===== config.mk =====
export PLATFORM = sky130hd
export DESIGN_NAME = vector_mem_sequencer
export DESIGN_NICKNAME = d
export VERILOG_FILES = /design/src/rtl/vec_mem_pkg.sv /design/src/rtl/vector_mem_sequencer.sv
export SDC_FILE = /design/constraint.sdc
export NUM_CORES = 1
export LEC_CHECK = 0
export CORE_MARGIN = 3
export CORE_UTILIZATION = 51
export CTS_CLUSTER_SIZE = 25
export DETAILED_ROUTE_END_ITERATION = 10
export PLACE_DENSITY_LB_ADDON = 0.12
export SLEW_MARGIN = 20
export SYNTH_ARGS = -nofsm -noshare
export SYNTH_HDL_FRONTEND = slang
export SYNTH_SLANG_ARGS = --single-unit

===== constraint.sdc =====
create_clock -name clk -period 3.73 [get_ports clk]
set_clock_uncertainty 0.2 [all_clocks]
set_input_delay 0.5595 -clock clk [delete_from_list [all_inputs] [get_ports clk]]
set_output_delay 0.5595 -clock clk [all_outputs]
set_load 0.02 [all_outputs]

===== src/rtl/vec_mem_pkg.sv =====
// Shared defaults and FSM state encoding for the vector memory sequencer.
package vec_mem_pkg;

  localparam int unsigned DEF_LANES  = 4;
  localparam int unsigned DEF_DATA_W = 8;
  localparam int unsigned DEF_ADDR_W = 16;

  typedef enum logic [2:0] {
    IDLE      = 3'd0,
    STORE     = 3'd1,
    LOAD      = 3'd2,
    LOAD_WAIT = 3'd3,
    DONE      = 3'd4
  } state_e;

endpackage


===== src/rtl/vector_mem_sequencer.sv =====
// Serialises one vector load/store into per-lane accesses on a scalar data memory
// with a synchronous one-cycle read, and reports completion to the control unit.
module vector_mem_sequencer
  import vec_mem_pkg::*;
#(
  parameter int unsigned LANES  = DEF_LANES,
  parameter int unsigned DATA_W = DEF_DATA_W,
  parameter int unsigned ADDR_W = DEF_ADDR_W
) (
  input  logic                    clk,
  input  logic                    rst_n,
  input  logic                    Start,
  input  logic                    MemWE,
  input  logic [ADDR_W-1:0]       BaseAddr,
  input  logic [LANES*DATA_W-1:0] StoreData,
  output logic [LANES*DATA_W-1:0] LoadData,
  output logic                    Mem_Finished,
  output logic                    Busy,
  output logic [ADDR_W-1:0]       MemAddr,
  output logic                    MemWrEn,
  output logic [DATA_W-1:0]       MemWrData,
  input  logic [DATA_W-1:0]       MemRdData
);

  localparam int unsigned VEC_W = LANES * DATA_W;
  localparam int unsigned CNT_W = (LANES > 1) ? $clog2(LANES) : 1;
  localparam logic [CNT_W-1:0] LAST_LANE = CNT_W'(LANES - 1);

  state_e             state_q, state_d;
  logic [CNT_W-1:0]   cnt_q, cnt_d;
  logic               op_we_q, op_we_d;
  logic [ADDR_W-1:0]  base_q, base_d;
  logic [VEC_W-1:0]   store_q, store_d;
  logic [VEC_W-1:0]   shadow_q, shadow_d;
  logic [VEC_W-1:0]   load_data_q, load_data_d;
  logic               finished_q, finished_d;
  logic               busy_q, busy_d;
  logic [ADDR_W-1:0]  mem_addr_q, mem_addr_d;
  logic               mem_wr_en_q, mem_wr_en_d;
  logic [DATA_W-1:0]  mem_wr_data_q, mem_wr_data_d;

  always_ff @(posedge clk or negedge rst_n) begin
    if (!rst_n) begin
      state_q       <= IDLE;
      cnt_q         <= '0;
      op_we_q       <= 1'b0;
      base_q        <= '0;
      store_q       <= '0;
      shadow_q      <= '0;
      load_data_q   <= '0;
      finished_q    <= 1'b0;
      busy_q        <= 1'b0;
      mem_addr_q    <= '0;
      mem_wr_en_q   <= 1'b0;
      mem_wr_data_q <= '0;
    end else begin
      state_q       <= state_d;
      cnt_q         <= cnt_d;
      op_we_q       <= op_we_d;
      base_q        <= base_d;
      store_q       <= store_d;
      shadow_q      <= shadow_d;
      load_data_q   <= load_data_d;
      finished_q    <= finished_d;
      busy_q        <= busy_d;
      mem_addr_q    <= mem_addr_d;
      mem_wr_en_q   <= mem_wr_en_d;
      mem_wr_data_q <= mem_wr_data_d;
    end
  end

  // Next state, lane counter and load shadow capture.
  always_comb begin
    state_d     = state_q;
    cnt_d       = cnt_q;
    op_we_d     = op_we_q;
    base_d      = base_q;
    store_d     = store_q;
    shadow_d    = shadow_q;
    load_data_d = load_data_q;

    unique case (state_q)
      IDLE: begin
        if (Start) begin
          op_we_d = MemWE;
          base_d  = BaseAddr;
          store_d = StoreData;
          cnt_d   = '0;
          state_d = MemWE ? STORE : LOAD;
        end
      end
      STORE: begin
        if (cnt_q == LAST_LANE) begin
          cnt_d   = '0;
          state_d = DONE;
        end else begin
          cnt_d = cnt_q + CNT_W'(1);
        end
      end
      LOAD: begin
        // Read data in this cycle belongs to the address issued one cycle earlier.
        for (int i = 0; i < int'(LANES) - 1; i++) begin
          if (cnt_q == CNT_W'(i + 1)) shadow_d[i*DATA_W +: DATA_W] = MemRdData;
        end
        if (cnt_q == LAST_LANE) begin
          cnt_d   = '0;
          state_d = LOAD_WAIT;
        end else begin
          cnt_d = cnt_q + CNT_W'(1);
        end
      end
      LOAD_WAIT: begin
        shadow_d[(LANES-1)*DATA_W +: DATA_W] = MemRdData;
        load_data_d = shadow_d;
        state_d     = DONE;
      end
      DONE: begin
        state_d = IDLE;
      end
      default: begin
        state_d = IDLE;
        cnt_d   = '0;
      end
    endcase
  end

  // Outputs are registered from the upcoming state so they line up with it.
  always_comb begin
    mem_wr_en_d   = (state_d == STORE);
    finished_d    = (state_d == DONE);
    busy_d        = (state_d != IDLE);
    mem_addr_d    = '0;
    mem_wr_data_d = '0;
    if (state_d == STORE || state_d == LOAD) begin
      mem_addr_d = base_d + ADDR_W'(cnt_d);
    end
    if (state_d == STORE) begin
      for (int i = 0; i < int'(LANES); i++) begin
        if (cnt_d == CNT_W'(i)) mem_wr_data_d = store_d[i*DATA_W +: DATA_W];
      end
    end
  end

  assign LoadData     = load_data_q;
  assign Mem_Finished = finished_q;
  assign Busy         = busy_q;
  assign MemAddr      = mem_addr_q;
  assign MemWrEn      = mem_wr_en_q;
  assign MemWrData    = mem_wr_data_q;

endmodule

After elaboration in Yosys (flattened, before gate mapping)
Cells that the tools add are included.
{"block": "classes", "addsub": 2, "n_eq_ne": 13, "muxes": 18, "n_reduce_logical": 9}
{"op": "32-bit two-way mux", "n": 2}
{"op": "16-bit two-way mux", "n": 3}
{"op": "8-bit two-way mux", "n": 5}
{"op": "16-bit by 2-bit adder with 16-bit output", "n": 1}
{"op": "3-bit case mux with 4 select lines", "n": 1}
{"op": "3-bit by 2-bit == test with 1-bit output (second input constant)", "n": 3}
{"op": "3-bit two-way mux", "n": 3}
{"op": "2-bit == test (second input constant)", "n": 4}
{"op": "3-bit by 1-bit == test with 1-bit output (second input constant)", "n": 2}
{"op": "3-bit == test (second input constant)", "n": 2}
{"op": "2-bit two-way mux", "n": 3}
{"op": "2-bit case mux with 3 select lines", "n": 1}
{"op": "2-bit AND reduction", "n": 3}
{"op": "2-bit by 1-bit == test with 1-bit output (second input constant)", "n": 2}
{"op": "2-bit OR reduction", "n": 2}
{"op": "3-bit zero test", "n": 1}
{"op": "3-bit nonzero test", "n": 1}
{"op": "2-bit by 1-bit adder with 2-bit output (second input constant)", "n": 1}
{"op": "2-bit zero test", "n": 1}
{"op": "1-bit logical OR", "n": 1}
{"block": "totals", "ff_bits": 136, "in_bits": 60, "output_inout_bits": 59, "word_cells": 55}

Depth between registers and ports, before layout
Gate-level depths: netlist of run 1.
{"block": "logic_depth", "word_depth": 9, "mapped_depth": 14, "ltp_nobuf": 12}

Worst setup path before layout of run 1
No wires, ideal clock.
{"block": "synth_path", "path_kind": "reg2reg", "from": "register state_q[0]", "to": "register mem_addr_q[14] (netlist: MemAddr[14])", "setup_time_ns": 0.122, "arrival_time_ns": 2.986, "t_required_ns": 3.408, "setup_slack_ns": 0.422, "stages_incl_launch_ff": 15, "n_path_buf": 4, "synth_period_minus_slack_ns": 3.308, "cell_sequence": "dfrtp_1 buf_6 nor4b_2 buf_2 buf_2 buf_1 nand2_1 nand2_1 ha_1 inv_1 fa_1 inv_1 o2111ai_1 xor2_1 nor2_1"}
{"block": "synth_between", "elab_cells_between_ends": 18, "cone_classes": "1 x add/sub; 6 x eq/ne; 7 x mux; 4 x reduce/logical"}
{"item": "start: declaration", "line_no": "vector_mem_sequencer.sv:29", "source": "state_e state_q, state_d;"}
{"item": "start signal: assignment", "line_no": "vector_mem_sequencer.sv:57", "source": "state_q <= state_d;"}
{"item": "3-bit zero test", "line_no": "vector_mem_sequencer.sv:82", "source": "unique case (state_q)"}
{"item": "16-bit two-way mux", "line_no": "vector_mem_sequencer.sv:82"}
{"item": "named net base_d[0]", "line_no": "vector_mem_sequencer.sv:32", "source": "logic [ADDR_W-1:0] base_q, base_d;"}
{"item": "16-bit by 2-bit adder with 16-bit output", "line_no": "vector_mem_sequencer.sv:135", "source": "mem_addr_d = base_d + ADDR_W'(cnt_d);"}
{"item": "16-bit two-way mux", "line_no": "vector_mem_sequencer.sv:134", "source": "if (state_d == STORE || state_d == LOAD) begin"}
{"item": "named net mem_addr_d[14]", "line_no": "vector_mem_sequencer.sv:38", "source": "logic [ADDR_W-1:0] mem_addr_q, mem_addr_d;"}
{"item": "end signal: assignment", "line_no": "vector_mem_sequencer.sv:66", "source": "mem_addr_q <= mem_addr_d;"}
{"item": "end: declaration", "line_no": "vector_mem_sequencer.sv:38"}
The timed path passes the listed nets, and every way through them passes these cells.
A chain may end at the register's enable or synchronous reset.

Worst setup path after layout of run 1
{"block": "layout_path", "from": "register cnt_q[0]", "to": "register mem_addr_q[10] (netlist: MemAddr[10])"}
{"block": "layout_between", "elab_chain_len": 6, "elab_cells_between_ends": 13, "cone_classes": "2 x add/sub; 3 x eq/ne; 7 x mux; 1 x reduce/logical"}
{"item": "start: declaration", "line_no": "vector_mem_sequencer.sv:30", "source": "logic [CNT_W-1:0] cnt_q, cnt_d;"}
{"item": "start signal: assignment", "line_no": "vector_mem_sequencer.sv:58", "source": "cnt_q <= cnt_d;"}
{"item": "branches (longest 5 deep; another with 16-bit by 2-bit adder with 16-bit output)"}
{"item": "16-bit two-way mux *", "line_no": "vector_mem_sequencer.sv:134"}
{"item": "named net mem_addr_d[10]", "line_no": "vector_mem_sequencer.sv:38"}
Mark *: on every way through the listed nets, which the timed path passes.

==> results of run 1 <==
-- final timing paths --
path / end / from
worst max register to register: MemAddr[10] / cnt_q[0]
worst min register to register: store_q[31] / store_q[31]
min in group asynchronous: LoadData[25] / rst_n
worst min-delay path: store_q[31] / store_q[31]
max in group asynchronous: MemAddr[15] / rst_n
worst max-delay path: MemAddr[10] / cnt_q[0]
-- per-layer routing --
layer | global-route usage | vias to the layer above
met1 | 0.276 | 2129
met5 | 0 | -
met3 | 0.0433 | 13
met4 | 0.0841 | 0
li1 | - | 2088
met2 | 0.339 | 142
-- cells by family (layout without fill, tap and decap cells) --
logic type / count (synthesis) / after routing / synth area share
AOI/OAI and AO/OA: 65 / 65 / 0.0779
xor gates and xnor gates: 7 / 7 / 0.0105
buffers and inverters: 41 / 176 / 0.0303
and+or+nand+nor: 220 / 220 / 0.168
adders and majority gates: 6 / 6 / 0.0141
DFF: 136 / 136 / 0.581
muxes: 62 / 62 / 0.118
-- power breakdown --
group | internal [mW] | switching [mW] | total [mW]
Sequential | 2.14 | 0.367 | 2.51
Clock | 1.23 | 0.637 | 1.87
Combinational | 1.31 | 1.51 | 2.82
-- final cells by class --
| type | instances | area [sq um] | area share |
|---|---|---|---|
| well taps | 140 | 175 | 0.0223 |
| multi-input cells | 360 | 2290 | 0.291 |
| inverters | 13 | 48.8 | 0.00620 |
| flip-flops and latches | 136 | 3400 | 0.433 |
| clock buffers | 19 | 453 | 0.0576 |
| clock inverters | 13 | 215 | 0.0274 |
| repair buffers | 131 | 1280 | 0.163 |
-- registers in the layout, indices dropped and copies added, names as in the netlist --
| name | flops |
|---|---|
| MemAddr | 16 |
| Mem_Finished | 1 |
| MemWrData | 8 |
| MemWrEn | 1 |
| Busy | 1 |
| state_q | 3 |
| LoadData | 32 |
| store_q | 32 |
| cnt_q | 2 |
| base_q | 16 |
| shadow_q | 24 |
-- placed cells by master, fill, tap and decap left out, types with 4 or more instances in the layout --
cell / n
clkbuf_16: 17
nor3b_1: 4
nor2b_1: 4
a21boi_0: 13
ha_1: 5
clkdlybuf4s50_1: 117
nand2_1: 140
inv_1: 12
nand3_1: 14
nor2_1: 27
a211oi_1: 13
nand4_1: 5
xnor2_1: 4
dfrtp_1: 136
o32ai_1: 8
o21ai_0: 10
and3_1: 4
mux2_2: 59
o21ai_1: 4
nor3_1: 4
buf_4: 12
bufinv_16: 5
a21oi_1: 7
-- what timing repair did --
action | in CTS | in global routing
hold buffers | 1 | 0
endpoints found under the hold margin | 16 | 0
buffers inserted | 0 | 0
setup endpoints to repair | 0 | 0
-- critical path, delay by kind of cell, from the launching register on --
family                     cells  cell delay (ns)
buffers and inverters          2             0.33
adders and majority gates      2             0.79
DFF                            1             0.46
AOI/OAI and AO/OA              3             0.55
and+or+nand+nor                2             0.75
-- through the flow --
| stage | instances | power (mW) | setup slack [ns] |
|---|---|---|---|
| 2_1_floorplan | 537 | 4.29 | 0.422 |
| 3_3_place_gp | 779 | 5.26 | 0.466 |
| 3_5_place_dp | 779 | 5.35 | 0.404 |
| 4_1_cts | 812 | 7.25 | 0.559 |
| 5_1_grt | 812 | 7.66 | 0.380 |
| 6_report | 812 | 7.19 | 0.544 |
==> impl_metrics.json, run 1 <==
{
  "status": "completed",
  "via_count": 4372,
  "grt_max_degree": 78,
  "synth.most_common_cell": "nand2_1",
  "finalSetupTns_ns": 0,
  "critical_path_class": "reg -> reg",
  "fmax_ghz": 0.314,
  "finish.utilization": 0.713,
  "slowest_stage": "or4b_2",
  "timing.slew.headroom": 0.434,
  "ant_nets": 0,
  "clkSlewWorstSetupHoldPaths_ns": 0.06,
  "antenna_found_initial": 0,
  "wl_um": 12900,
  "coreArea_sq_mm": 0.0110,
  "synth_edf_count": 0,
  "synth_top_area_frac": 0.581,
  "met3_length_um": 753,
  "hp-class": "reg -> reg",
  "yosysUniqueCellTypes": 48,
  "clk_latency_ns": 0.41,
  "critPathLaunchType": "register",
  "final_cell_area_sq_mm": 0.00787,
  "setup_viol": 0,
  "cp_max_fo": 8,
  "synth_top_area_cell": "dfrtp_1",
  "rsz0062_at_grt": "no",
  "grt_pass1_wl_um": 21200,
  "p_per_area_mw_per_mm2": 914,
  "whs_path_depth": 2,
  "worst_pin_slew_ns": 0.841,
  "placed_cell_area_sq_mm": 0.00719,
  "max_cap_viol_count": 0,
  "clockBufferDepth": 2,
  "htree_levels": 4,
  "ios": 119,
  "die_w_um": 113,
  "layout-drive-gt1-share": 0.167,
  "port_buffers": 118,
  "fp.dieArea_sq_mm": 0.0128,
  "detail_route.wl_per_cell_um": 15.9,
  "r2r_slack_ns": 0.54,
  "synthFlopType": "dfrtp_1",
  "start_util": 0.531,
  "die_y_um": 113,
  "synth_cells": 537,
  "cpMostUsedCell": "inv_1",
  "drt_first_pass_iters": 4,
  "vias_per_cell": 5.38,
  "synth_nets": 603,
  "maxSlewViolCount": 0,
  "syn_avg_cell_area_sq_um": 10.9,
  "seq_area_frac_synth": 0.581,
  "grt_pass1_vias": 4428,
  "num_antenna_cells": 0,
  "hold_viol": 0,
  "wl_met1_um": 5610,
  "postCtsResizedCells": 0,
  "ys_top_cells_by_area": "dfrtp_1, mux2_2, nand2_1, nor2_1, a211oi_1",
  "routabilityCongestion": 0.807,
  "p_leak_nw": 3.58,
  "cp.required_ns": 3.83,
  "worstRegToRegCells": 9,
  "cts.sinks": 136,
  "synth_area_sq_mm": 0.00586,
  "drc": 0,
  "nFillCells": 860,
  "synthTopCellsByCount": "nand2_1, dfrtp_1, mux2_2, nor2_1, nand3_1",
  "num_rows": 38,
  "nNetsFinal": 725,
  "overflow": 0,
  "top_layer_used": "met4",
  "yosys_warnings": 0,
  "critPathMaxStageDelay_ns": 0.61,
  "peakVddDrop_uv": 501,
  "end_kind": "register",
  "clock-root-buffer": "clkbuf_16",
  "area_growth_pct": 34.2,
  "fin_hold_ws_ns": 0.270,
  "drt_iter0_drc": 250,
  "dr_wl_met2_um": 6300,
  "fin_crit_ns": 3.19,
  "grt_usage": 0.209,
  "crit_chain": "inv_1, ha_1, or4b_2, o31ai_1, nor2_1, fa_1, inv_1, o211ai_1, a311oi_1",
  "cp.arrival_ns": 3.29,
  "dpl.hpwl_um": 8820,
  "cts_inserted_buffers": 17,
  "synth-seq-cells": 136,
  "async_flop_share": 1.00,
  "cts_tree": "built",
  "min_period_over_period": 0.854
}
Note: power is estimated with default switching activity, not from simulation.
==> inputs of run 2 (changes only) <==
--- a/config.mk
+++ b/config.mk
@@ -5,7 +5,7 @@
 export SDC_FILE = /design/constraint.sdc
 export NUM_CORES = 1
 export LEC_CHECK = 0
-export CORE_MARGIN = 3
+export CORE_MARGIN = 1.5
 export CORE_UTILIZATION = 51
 export CTS_CLUSTER_SIZE = 25
 export DETAILED_ROUTE_END_ITERATION = 10
@@ -14,3 +14,4 @@
 export SYNTH_ARGS = -nofsm -noshare
 export SYNTH_HDL_FRONTEND = slang
 export SYNTH_SLANG_ARGS = --single-unit
+export TNS_END_PERCENT = 10
==> impl_metrics.json, run 2 (same netlist as run 1, synthesis figures left out) <==
{
  "end_kind": "register",
  "sw_frac_of_total": 0.355,
  "hp-class": "in -> async",
  "timing.slew.headroom": 0.411,
  "grt_max_degree": 96,
  "cts_tree": "built",
  "rsz0062_at_grt": "no",
  "p_sw_mw": 2.51,
  "clock-root-buffer": "clkbuf_16",
  "pre_cts_slack_ns": 0.391,
  "p_int_mw": 4.57,
  "seqPwrFrac": 0.354,
  "setup_viol": 0,
  "critPathMaxStageDelay_ns": 0.62,
  "final_cell_mix": "nand2_1, dfrtp_1, clkdlybuf4s50_1",
  "via_count": 4381,
  "clkSlewWorstSetupHoldPaths_ns": 0.06,
  "fin_hold_ws_ns": 0.00547,
  "clk_latency_ns": 0.42,
  "cp.required_ns": 3.83,
  "placed_cells_incl_taps": 777,
  "num_antenna_cells": 0,
  "start_util": 0.531,
  "antenna_found_initial": 0,
  "grt_usage": 0.234,
  "critical_path_class": "reg -> reg",
  "critical_path.top_delay_family": "simple AND/OR/NAND/NOR gates",
  "htree_levels": 4,
  "die_y_um": 110,
  "fin_crit_ns": 3.19,
  "p_per_area_mw_per_mm2": 908,
  "cp.arrival_ns": 3.29,
  "fin_ws_ns": 0.544,
  "post_cts_buffers": 0,
  "vias_per_cell": 5.42,
  "slowest_stage": "or4b_2",
  "grt_pass1_wl_um": 21300,
  "p_comb_frac": 0.399,
  "num_rows": 38,
  "multi_input_area_sq_mm": 0.00229,
  "instances_no_fill": 809,
  "clockPowerShare": 0.247,
  "p_leak_nw": 3.54,
  "total_power_mw": 7.09,
  "maxSlewViolCount": 0,
  "cts.sinks": 136,
  "wl_um": 13000,
  "max_cap_viol_count": 0,
  "ant_nets": 0,
  "postCtsResizedCells": 0,
  "fp.dieArea_sq_mm": 0.0121,
  "finalSetupTns_ns": 0,
  "layout_commonest_cell": "nand2_1",
  "final_cell_area_sq_mm": 0.00781,
  "drt_first_pass_iters": 5,
  "dpl.hpwl_um": 8510,
  "detail_route.wl_per_cell_um": 16.0,
  "layout-drive-gt1-share": 0.164,
  "cp_max_fo": 8,
  "clockBufferDepth": 2,
  "overflow": 0,
  "finish.utilization": 0.708,
  "holdBufCountCts": 0,
  "critPathLaunchType": "register",
  "path_buf_inv": 2,
  "ios": 119,
  "min_period_over_period": 0.854,
  "drt_iter0_drc": 210,
  "status": "completed",
  "regArea_sq_mm": 0.00340,
  "area_growth_pct": 33.2,
  "worst_pin_slew_ns": 0.883,
  "drc": 0,
  "grt_pass1_vias": 4311,
  "hold_viol": 0,
  "crit_chain": "inv_1, ha_1, or4b_2, o31ai_1, nor2_1, fa_1, inv_1, o2111ai_1, xor2_1, nor2_1",
  "cts_inserted_buffers": 17,
  "coreArea_sq_mm": 0.0110,
  "nNetsFinal": 722,
  "placed_cell_area_sq_mm": 0.00719,
  "peakVddDrop_uv": 674,
  "die_w_um": 110,
  "routabilityCongestion": 0.861,
  "port_buffers": 118,
  "fmax_ghz": 0.314,
  "nFillCells": 814
}
run 2: changes by cell type in the layout (fill, tap and decap cells not counted), moves of 3 or more:
cell	change
clkinvlp_4	+3
clkinv_4	-3
clkinv_2	+5
inv_6	-3
buf_4	-3
run 2: worst paths after layout:
path | startpoint | end | slack, ns | cells after the start
max in group asynchronous | rst_n | LoadData[9] | 2.53 | 2
worst max register to register | cnt_q[0] | MemAddr[14] | 0.54 | 10
min in group clk | store_q[26] | store_q[26] | 0.27 | 2
worst max-delay path | cnt_q[0] | MemAddr[14] | 0.54 | 10
worst min-delay path | rst_n | LoadData[2] | 0.005 | 1
worst min register to register | store_q[26] | store_q[26] | 0.27 | 2
run 2: area by class of cell:
| cell class | instances | share of cell area |
|---|---|---|
| repair buffers | 128 | 0.163 |
| multi-input cells | 360 | 0.293 |
| clock buffers | 18 | 0.0563 |
| flip-flops and latches | 136 | 0.436 |
| well taps | 140 | 0.0224 |
| clock inverters | 14 | 0.0231 |
| inverters | 13 | 0.00625 |
run 2: power by group through the flow:
stage	clock [mW]	sequential, mW	combinational (mW)
after floorplan	0	2.72	1.57
after global placement	0	2.50	2.76
after detailed placement	0	2.53	2.83
after CTS	1.77	2.52	2.86
after global routing	1.85	2.60	3.12
final	1.75	2.51	2.83
run 2: per-layer routing:
| layer | wire [um] | track usage | up-vias | share of wire |
|---|---|---|---|---|
| li1 | - | - | 2074 | - |
| met1 | 5610 | 0.304 | 2161 | 0.43 |
| met2 | 6480 | 0.378 | 128 | 0.50 |
| met3 | 616 | 0.0547 | 18 | 0.047 |
| met4 | 269 | 0.102 | 0 | 0.021 |
| met5 | 0 | 0 | - | 0 |
==> RTL edit 1: new RTL, settings of run 2 <==
Take the reset off `load_data_q`, `mem_addr_q` and `mem_wr_data_q` and load them in a clocked block of their own.
--- a/src/rtl/vector_mem_sequencer.sv
+++ b/src/rtl/vector_mem_sequencer.sv
@@ -47,12 +47,9 @@
       base_q        <= '0;
       store_q       <= '0;
       shadow_q      <= '0;
-      load_data_q   <= '0;
       finished_q    <= 1'b0;
       busy_q        <= 1'b0;
-      mem_addr_q    <= '0;
       mem_wr_en_q   <= 1'b0;
-      mem_wr_data_q <= '0;
     end else begin
       state_q       <= state_d;
       cnt_q         <= cnt_d;
@@ -60,13 +57,16 @@
       base_q        <= base_d;
       store_q       <= store_d;
       shadow_q      <= shadow_d;
-      load_data_q   <= load_data_d;
       finished_q    <= finished_d;
       busy_q        <= busy_d;
-      mem_addr_q    <= mem_addr_d;
       mem_wr_en_q   <= mem_wr_en_d;
-      mem_wr_data_q <= mem_wr_data_d;
     end
+  end
+
+  always_ff @(posedge clk) begin
+    load_data_q   <= load_data_d;
+    mem_addr_q    <= mem_addr_d;
+    mem_wr_data_q <= mem_wr_data_d;
   end
 
   // Next state, lane counter and load shadow capture.
Formal check against the unedited RTL: not equivalent (a bounded check fails within 4 cycles, from zero or initial values and one cycle with rst_n low).
==> RTL edit 1 against run 2 <==
- power down 4.9%
- critical path depth is the same
- count of clock-buffer cells in the layout up 1
- sequential cell count stayed put
- final area is 3.1% lower
- die area is 3.7% lower
- area after synthesis decreased by 3.8%
- final cell count shrank 4.6%
- synthesized cell count down 7.1%
- wire length down 5.9%
- maximum frequency down 7.1%
- global-route usage down 1.5 points
- non-clock buffer count unchanged
- worst setup slack lost 0.24 ns
- largest cell class unchanged
==> RTL edit 1: results (changes against run 2) <==
place_congestion: 0.819  # -4.8%
placedCellCount: 739  # -4.9%
synth_area_leaders: "dfrtp_1 36%, edfxtp_1 17%, nand2_1 9.6%"
setup.worst_path.end: "MemAddr[15]"
grt_usage_pct: 22.0  # -1.5 points
status: "complete, no violations"
synth_edf_count: 32  # +32
dpl.hpwl_um: 7770  # -8.7%
vias_per_cell: 5.26  # -2.9%
drt_iter0_drc: 198  # -5.7%
grt_max_degree: 81  # -16%
async_flop_share_pct: 58.8  # -41 points
max_slew_margin_pct: 51.1  # +10 points
clk_latency_ns: 0.50  # +0.08 ns
drive_gt1_share_pct: 15.2  # -1.3 points
worstHoldPathType: "flop to flop"
final_nets: 685  # -5.1%
cp_max_fo: 19  # +11
clock-root-buffer: "clkbuf_8"
p_leak_nw: 3.22  # -9.1%
grt_pass1_wl_um: 19700  # -7.5%
wl_per_cell_um: 15.8  # -1.4%
ir_drop_v: 0.000407  # -40%
syn-num-nets: 565  # -6.3%
yosysSeqAreaShare_pct: 61.1  # +3.0 points
instances_no_fill: 772  # -4.6%
synth_top_cells_by_count: "144 x nand2_1, 80 x dfrtp_1, 32 x edfxtp_1, 25 x a21oi_1, 25 x mux2_2"
grt_pass1_vias: 3998  # -7.3%
RTL edit 1: cell types whose count changed after synthesis, sizes merged, moves of 7 or more:
cell    delta
a21boi    -13
xnor2      +7
mux2      -33
dfrtp     -56
a211oi    -10
edfxtp    +32
a31o      +16
dfxtp     +24
a21oi     +18
RTL edit 1: power breakdown:
group	switching [mW]	internal, mW
clock network	0.640	1.18
registers	0.307	2.15
logic	1.41	1.06
total	2.36	4.38
RTL edit 1: what timing repair did:
item,4_1_cts,5_1_grt
hold endpoints to repair,0,80
resized for setup,0,1
hold buffers,0,1
setup endpoints to repair,0,11
RTL edit 1: metrics by stage:
step	util [%]	setup slack (ns)	instance area [um^2]	total power [mW]
final	70.1	0.300	7560	6.74
after global routing	70.1	0.116	7560	7.15
after CTS	69.9	0.0330	7540	6.77
after detailed placement	63.9	0.0310	6890	4.90
after global placement	63.9	0.172	6890	4.81
after floorplan	-	0.501	5640	4.16
RTL edit 1: cell type report:
cell class	instances	area, um^2	share of cell area [%]
timing repair buffer	128	1260	16.7
multi-input combinational	326	2000	26.4
sequential	136	3440	45.5
tap	140	175	2.32
clock buffer	19	432	5.71
clock inverter	13	216	2.86
inverter	10	37.5	0.496
RTL edit 1: how the worst min path moves through the flow:
stage	startpoint	endpoint	slack [ns]	cells after the start
finish	shadow_q[21]	LoadData[21]	0.24	0
global route	shadow_q[10]	LoadData[10]	0.25	0
CTS	rst_n	store_q[29]	0.06	1
detailed placement	shadow_q[21]	LoadData[21]	0.23	0
global placement	shadow_q[21]	LoadData[21]	0.23	0
floorplan	rst_n	Busy	0.06	0
RTL edit 1: layer usage:
layer	GRT usage, %	routed length (um)	up-vias
met5	0	0	-
met1	28.4	5320	1974
met4	6.39	129	0
met2	37.3	6210	119
li1	-	-	1954
met3	4.82	550	11
RTL edit 1: kinds of logic after synthesis:
logic type,synth area share (%)
AND/OR/NAND/NOR,16.8
flip-flops,61.1
AO/OA/AOI/OAI,9.23
buffers and inverters,3.60
multiplexers,5.97
XOR/XNOR,1.86
adder cells (fa/ha/maj),1.47
RTL edit 1: worst max-delay path, cell delays in order, from the launching register on:
cell     delay (ns)
dfrtp_1        0.47
inv_1          0.07
ha_1           0.32
nor4b_1        0.50
a31oi_4        0.20
nand2_2        0.40
ha_1           0.30
a21oi_1        0.30
a21oi_2        0.08
and3_4         0.19
mux2_4         0.28
==> RTL edit 2: new RTL, config.mk and constraints of run 2 <==
Made on the original files. `DEF_ADDR_W`: 16 -> 15.
--- a/src/rtl/vec_mem_pkg.sv
+++ b/src/rtl/vec_mem_pkg.sv
@@ -3,7 +3,7 @@
 
   localparam int unsigned DEF_LANES  = 4;
   localparam int unsigned DEF_DATA_W = 8;
-  localparam int unsigned DEF_ADDR_W = 16;
+  localparam int unsigned DEF_ADDR_W = 15;
 
   typedef enum logic [2:0] {
     IDLE      = 3'd0,
Interface: changed (resized BaseAddr and MemAddr); port bits go from 119 to 117. The function was not compared with the original's and may differ.
==> RTL edit 2 against run 2 <==
- first-iteration DRC count increased by 21%
- area after synthesis decreased by 2.3%
- global-route usage decreased by 0.98 points
- via count decreased by 4.1%
- power decreased by 0.95%
- worst setup slack got worse by 0.33 ns
- wire length decreased by 4.2%
- largest power group unchanged
- sequential cell count decreased by 2
- sequential share of layout area about the same
- maximum frequency decreased by 9.5%
- final area decreased by 1.4%
==> RTL edit 2: results (changes against run 2) <==
max_slew_margin_pct: 47.4  # +6.3 points
grt_max_degree: 86  # -10%
routed-wl-met3_um: 632  # +2.6%
vias_per_cell: 5.35  # -1.3%
syn_area_per_cell_um2: 11.2  # +2.9%
synth_top_cells_by_count: "134 x dfrtp_1, 129 x nand2_1, 58 x mux2_2, 19 x nor2_1, 17 x clkbuf_1"
synth_adder_area_share_pct: 1.44  # +0.033 points
placedCellCount: 753  # -3.1%
grt_use_met3_pct: 4.42  # -1.0 points
synth_compound_area_share_pct: 7.40  # -0.39 points
ir_drop_v: 0.000447  # -34%
dr_wl_met2_um: 6200  # -4.3%
fill_cells: 824  # +1.2%
drive_gt1_share_pct: 17.6  # +1.2 points
yosysSeqAreaShare_pct: 58.5  # +0.48 points
grt_usage_pct: 22.4  # -0.98 points
cp_max_fo: 9  # +1
dpl.hpwl_um: 8390  # -1.4%
crit_family: "adder cells"
met1_usage_pct: 30.0  # -0.42 points
muxShareOfSynthArea_pct: 12.9  # +1.0 points
slowest_delay_ns: 0.66  # +0.04 ns
status: "complete, no violations"
final_nets: 698  # -3.3%
clock-root-buffer: "clkbuf_8"
p_leak_nw: 3.58  # +1.0%
synth.distinct_cells: 45  # -6.3%
detailedPlace.worstSlack_ns: 0.176  # -0.215 ns
instances_no_fill: 786  # -2.8%
switching_share_pct: 35.5  # about the same
syn-num-nets: 575  # -4.6%
grt_pass1_wl_um: 20300  # -4.8%
drt_iter0_drc: 255  # +21%
place_congestion: 0.831  # -3.5%
grt_pass1_vias: 4105  # -4.8%
use_met2_pct: 35.5  # -2.2 points
htreeDepth: 4  # unchanged
synth_xor_area_share_pct: 0.612  # -0.43 points
placed_cell_area_um2: 7060  # -1.7%
wl_met1_um: 5400  # -3.8%
## RTL edit 2: cell count changes in the layout (fill, tap and decap cells not counted), moves of 4 or more
cell             run 2  this run
a211oi_1            13         1
mux2i_1              3         7
nor2_1              27        19
o21ai_1              4         0
nand2_1            140       129
a21boi_0            13         0
o31ai_1              1         8
a211o_1              0         5
nor3_1               4        12
inv_1               12        16
o21bai_1             0         8
## RTL edit 2: what timing repair did
| item | CTS | global route |
|---|---|---|
| hold buffers | 1 | 0 |
| hold endpoints to repair | 84 | 0 |
| setup endpoints to repair | 0 | 1 |
| gates resized for setup | 0 | 1 |
| setup buffers | 0 | 0 |
## RTL edit 2: worst paths after layout
path	cells past startpoint	slack [ns]	startpoint	to
max	11	0.21	cnt_q[0]	MemAddr[14]
min	2	0.27	store_q[24]	store_q[24]
max reg2reg	11	0.21	cnt_q[0]	MemAddr[14]
min reg2reg	2	0.27	store_q[24]	store_q[24]
max in group asynchronous	3	2.13	rst_n	base_q[13]
min in group asynchronous	2	0.46	rst_n	LoadData[2]
## RTL edit 2: area by class of cell
cell class              instances  area [um^2]  share of cell area (%)
flip-flops and latches        134         3350                    43.6
multi-input cells             333         2200                    28.6
repair buffers                130         1280                    16.7
clock buffers                  19          442                    5.74
clock inverters                13          179                    2.32
well taps                     140          175                    2.28
inverters                      17         65.1                   0.845
## RTL edit 2: power groups by stage
| stage | Clock (mW) | Combinational (mW) | Sequential, mW |
|---|---|---|---|
| after CTS | 1.74 | 2.88 | 2.45 |
| after floorplan | 0 | 1.58 | 2.68 |
| after global placement | 0 | 2.79 | 2.43 |
| after detailed placement | 0 | 2.85 | 2.46 |
| after global routing | 1.81 | 3.13 | 2.51 |
| final | 1.72 | 2.86 | 2.44 |
